### src/rtl/round_ctrl_pkg.sv
// round_ctrl shared types: state encoding,
// letter/word widths and output counter widths.
package round_ctrl_pkg;
  localparam int LETTER_W = 5;
  localparam int WORD_W   = 4 * LETTER_W;
  localparam int SCORE_W  = 6;
  localparam int LIVES_W  = 2;
  localparam int TIME_W   = 7;

  typedef enum logic [2:0] {
    S_IDLE,
    S_FETCH,
    S_LATCH,
    S_PLAY,
    S_DONE
  } state_t;
endpackage

### src/rtl/round_timer.sv
// Game-time down-counter. load presets ROUND_SECS, tick
// decrements (floor 0), expire flags the tick reaching 0.
module round_timer
  import round_ctrl_pkg::*;
#(
  parameter int ROUND_SECS = 60
) (
  input  logic              clk,
  input  logic              rst_n,
  input  logic              load,
  input  logic              tick,
  output logic              expire,
  output logic [TIME_W-1:0] count
);

  localparam logic [TIME_W-1:0] INIT =
    TIME_W'(ROUND_SECS);

  always_ff @(posedge clk) begin
    if (!rst_n) begin
      count <= INIT;
    end else if (load) begin
      count <= INIT;
    end else if (tick && count != '0) begin
      count <= count - 1'b1;
    end
  end

  assign expire = tick && !load &&
                  (count <= TIME_W'(1));

endmodule

### src/rtl/round_ctrl.sv
// Word-game round controller: fetches words, tracks score,
// lives and time. Ports: start/tick/pass/fail/word_data in;
// word_addr, cword, chk_clr, score, lives, time_left,
// playing, game_over out. ROUND_CTRL_TIMER_EN enables timer.
module round_ctrl
  import round_ctrl_pkg::*;
#(
  parameter int NWORDS     = 32,
  parameter int LIVES      = 3,
  parameter int ROUND_SECS = 60,
  localparam int AW        = $clog2(NWORDS)
) (
  input  logic               clk,
  input  logic               rst_n,
  input  logic               start,
  input  logic               tick,
  input  logic               pass,
  input  logic               fail,
  input  logic [WORD_W-1:0]  word_data,
  output logic [AW-1:0]      word_addr,
  output logic [WORD_W-1:0]  cword,
  output logic               chk_clr,
  output logic [SCORE_W-1:0] score,
  output logic [LIVES_W-1:0] lives,
  output logic [TIME_W-1:0]  time_left,
  output logic               playing,
  output logic               game_over
);

  localparam logic [LIVES_W-1:0] LIVES_INIT =
    LIVES_W'(LIVES);

  state_t state;
  logic   active;
  logic   load;
  logic   tick_act;
  logic   expire;

  assign active   = (state == S_FETCH) ||
                    (state == S_LATCH) ||
                    (state == S_PLAY);
  assign load     = (state == S_IDLE) && start;
  assign tick_act = tick && active;

`ifdef ROUND_CTRL_TIMER_EN
  round_timer #(
    .ROUND_SECS(ROUND_SECS)
  ) u_timer (
    .clk    (clk),
    .rst_n  (rst_n),
    .load   (load),
    .tick   (tick_act),
    .expire (expire),
    .count  (time_left)
  );
`else
  wire unused_tick = tick_act;
  assign time_left = '0;
  assign expire    = 1'b0;
`endif

  always_ff @(posedge clk) begin
    if (!rst_n) begin
      state     <= S_IDLE;
      word_addr <= '0;
      cword     <= '0;
      chk_clr   <= 1'b0;
      score     <= '0;
      lives     <= LIVES_INIT;
      playing   <= 1'b0;
      game_over <= 1'b0;
    end else begin
      chk_clr <= 1'b0;
      unique case (state)
        S_IDLE: begin
          if (start) begin
            state <= S_FETCH;
            score <= '0;
            lives <= LIVES_INIT;
          end
        end
        S_FETCH: begin
          if (expire) begin
            state     <= S_DONE;
            game_over <= 1'b1;
          end else begin
            state   <= S_LATCH;
            chk_clr <= 1'b1;
          end
        end
        S_LATCH: begin
          // word_data now reflects word_addr
          cword <= word_data;
          if (expire) begin
            state     <= S_DONE;
            game_over <= 1'b1;
          end else begin
            state   <= S_PLAY;
            playing <= 1'b1;
          end
        end
        S_PLAY: begin
          if (fail) begin
            lives <= lives - 1'b1;
            if (lives == LIVES_W'(1) || expire) begin
              state     <= S_DONE;
              playing   <= 1'b0;
              game_over <= 1'b1;
            end else begin
              word_addr <= word_addr + 1'b1;
              state     <= S_FETCH;
              playing   <= 1'b0;
            end
          end else if (pass) begin
            if (score != '1)
              score <= score + 1'b1;
            word_addr <= word_addr + 1'b1;
            playing   <= 1'b0;
            if (expire) begin
              state     <= S_DONE;
              game_over <= 1'b1;
            end else begin
              state <= S_FETCH;
            end
          end else if (expire) begin
            state     <= S_DONE;
            playing   <= 1'b0;
            game_over <= 1'b1;
          end
        end
        S_DONE: begin
          if (start) begin
            state     <= S_IDLE;
            game_over <= 1'b0;
          end
        end
        default: state <= S_IDLE;
      endcase
    end
  end

endmodule

### config.mk
export PLATFORM = sky130hd
export DESIGN_NAME = round_ctrl
export DESIGN_NICKNAME = d
export VERILOG_FILES = /design/src/rtl/round_ctrl_pkg.sv /design/src/rtl/round_timer.sv /design/src/rtl/round_ctrl.sv
export SDC_FILE = /design/constraint.sdc
export NUM_CORES = 1
export LEC_CHECK = 0
export CORE_MARGIN = 4
export CORE_UTILIZATION = 43
export CTS_CLUSTER_SIZE = 8
export DETAILED_ROUTE_END_ITERATION = 16
export PLACE_DENSITY = 0.86
export REMOVE_ABC_BUFFERS = 1
export SETUP_SLACK_MARGIN = 0.05
export SLEW_MARGIN = 15
export SYNTH_ARGS = -nofsm -noshare
export SYNTH_HDL_FRONTEND = slang
export SYNTH_SLANG_ARGS = --single-unit
### constraint.sdc
create_clock -name clk -period 2 [get_ports clk]
set_input_delay 0.4 -clock clk [delete_from_list [all_inputs] [get_ports clk]]
set_output_delay 0.4 -clock clk [all_outputs]
set_load 0.02 [all_outputs]
==> results.sh <==
export IMPL_min_period_ns=1.79
export IMPL_p_leak_nw=0.863
export IMPL_slowest_delay_ns=0.65
export IMPL_cp_cell_sequence="clkdlybuf4s50_1"
export IMPL_cp_slowest_cell="clkdlybuf4s50_1"
export IMPL_cp_data_required_time_ns=1.60
export IMPL_die_area_sq_mm=0.00509
export IMPL_diodes=0
export IMPL_nets=296
export IMPL_status="completed"
export IMPL_syn_cell_area_sq_mm=0.00173
export IMPL_peakVddDrop_mv=0.433
export IMPL_path_max_fanout=7
export IMPL_synth_edff_count=0
export IMPL_clk_path_buf_depth=2
export IMPL_grt_usage_pct=16.0
export IMPL_grt_max_degree=33
export IMPL_grt_overflow_total=0
export IMPL_avgSynthCellArea_sq_um=8.34
export IMPL_grt_setup_unrepaired="false"
export IMPL_syn_to_final_growth_pct=40.3
export IMPL_cts_tree="done"
export IMPL_cts_sink_count=39
export IMPL_finalSetupViolations=0
export IMPL_finalCritPeriodShare_pct=89.5
export IMPL_worstSetupPathType="register to output port"
export IMPL_holdCritPathClass="register to register"
export IMPL_clk_latency_ns=0.28
export IMPL_grt_pass1_wl_um=6580
export IMPL_clock_root_buffer="clkbuf_8"
export IMPL_fin_ws_ns=0.210
export IMPL_port_buffers=60
export IMPL_power_density_mw_per_mm2=684
export IMPL_hold_violations=0
export IMPL_viasPerCell=5.00
export IMPL_seq_area_frac_synth_pct=45.2
export IMPL_dr_total_vias=1581
export IMPL_routed_wl_um=4050
export IMPL_coreArea_sq_mm=0.00377
export IMPL_fin_util_pct=64.2
export IMPL_cp_num_buf_inv=1
export IMPL_numCtsBuffers=5
export IMPL_cts_setup_buffers=0
export IMPL_ys_warn_count=0
export IMPL_ios=69
export IMPL_critical_path_top_delay_family="buffers and inverters"
export IMPL_drive_gt1_share_pct=8.58
export IMPL_postRouteAntennaNets=0
export IMPL_holdBufCountCts=0
export IMPL_antenna_found_initial=0
export IMPL_die_h_um=71.4
export IMPL_finalSetupTns_ns=0
export IMPL_die_w_um=71.4
export IMPL_num_rows=22
export IMPL_finClkSkew_ns=0.00824
export IMPL_gp_congestion=0.850
export IMPL_ctsResizeCount=0
export IMPL_ys_ff_latch=39
export IMPL_remaining_drc_errors=0
export IMPL_async_reset_ff_share_pct=0
export IMPL_p_total_mw=1.66
export IMPL_htreeDepth=2
export IMPL_startpoint_type="register"
export IMPL_critPathArrivalTime_ns=1.39
export IMPL_clk_pin_slew_worst_paths_ns=0.07
export IMPL_yosysUniqueCellTypes=44
export IMPL_ys_flop_type="dfxtp_1"
export IMPL_grt_pass1_vias=1523
export IMPL_endpoint_kind="output port"
export IMPL_dr_pass1_iters=4
export IMPL_start_util_pct=45.8
export IMPL_cap_violations=0
export IMPL_drtIter0Drc=80
export IMPL_syn_instance_count=207
export IMPL_routedWlPerCell_um=12.8
export IMPL_place_ws_ns=-0.0479
export IMPL_hpwl_um=2920
export IMPL_drv_slew=0
export IMPL_fmax_mhz=559
==> layer usage <==
metal / up-vias / global-route usage (%) / wire, um
li1: 810 / - / -
met3: 4 / 6.03 / 305
met5: - / 0 / 0
met1: 716 / 17.4 / 1680
met4: 0 / 4.38 / 36
met2: 51 / 28.8 / 2030
==> path summary, 6_finish.rpt <==
kind                            to  cells past startpoint  slack, ns                  start
min          cword[9]$_SDFFE_PN0P_                      2       0.45  cword[9]$_SDFFE_PN0P_
max                       score[2]                      1       0.21  score[2]$_SDFFE_PN0P_
min reg2reg  cword[9]$_SDFFE_PN0P_                      2       0.45  cword[9]$_SDFFE_PN0P_
max reg2reg  score[4]$_SDFFE_PN0P_                      4       0.28  score[0]$_SDFFE_PN0P_
==> synthesized netlist by cell type, types with 2 or more instances <==
cell      number  area (sq um)
o21a_1         2          15.0
nor3_1         4          20.0
nand3_1        5          25.0
mux2i_1        2          20.0
ha_1           3          37.5
xor2_1         2          17.5
nor2_1        15          56.3
nand2b_1       3          18.8
xnor2_1        2          17.5
o21ai_0        4          20.0
a21oi_1       27           135
o211ai_1       3          22.5
buf_6          2          22.5
clkbuf_1       8          30.0
and2_1         2          12.5
nand4b_1       2          17.5
nand2_1       49           184
buf_4          7          52.6
nor2b_1        2          12.5
dfxtp_1       39           781
==> through the flow <==
stage	hold WS, ns	instances	cell area (sq um)
global placement	0.441	308	2340
detailed placement	0.448	308	2340
global route	0.481	316	2420
CTS	0.457	316	2420
finish	0.453	316	2420
floorplan	0.462	195	1640
==> logic make-up (layout without fill, tap and decap cells) <==
kind of cell / count (synthesis) / in the layout / share of synthesized area (%)
fa+ha+maj: 3 / 3 / 2.17
other cells: 1 / 7 / 0.217
xor+xnor: 4 / 4 / 2.03
simple gates: 89 / 89 / 23.7
compound gates: 48 / 48 / 18.0
flops: 39 / 39 / 45.2
mux: 3 / 3 / 1.81
buf+inv: 20 / 75 / 6.81
==> final cells by class <==
cell class	instances	area (sq um)
Fill cell	341	1350
Multi-Input combinational cell	154	851
Sequential cell	39	781
Timing Repair Buffer	65	638
Clock buffer	6	72.6
Tap cell	48	60.1
Clock inverter	2	12.5
Inverter	2	7.51
==> where the power goes <==
group          switching [mW]  internal, mW
clock network           0.265         0.244
logic                   0.161         0.147
registers              0.0281         0.811
total                   0.455          1.20
==> sequential cells by signal (all words and copies together), names as in the netlist <==
signal	cells
cword	20
score	6
word_addr	5
state	3
lives	2
chk_clr	1
game_over	1
playing	1
==> placed cells by master (no fill, tap or decap), types with 2 or more instances in the layout <==
cell type        instances
a21oi_1                 27
and2_1                   2
buf_4                    5
clkbuf_8                 5
clkdlybuf4s50_1         60
conb_1                   7
dfxtp_1                 39
ha_1                     3
mux2i_1                  2
nand2_1                 49
nand2b_1                 3
nand3_1                  5
nand4b_1                 2
nor2_1                  15
nor2b_1                  2
nor3_1                   4
o211ai_1                 3
o21a_1                   2
o21ai_0                  4
xnor2_1                  2
xor2_1                   2
Note: power is estimated with default switching activity, not from simulation.
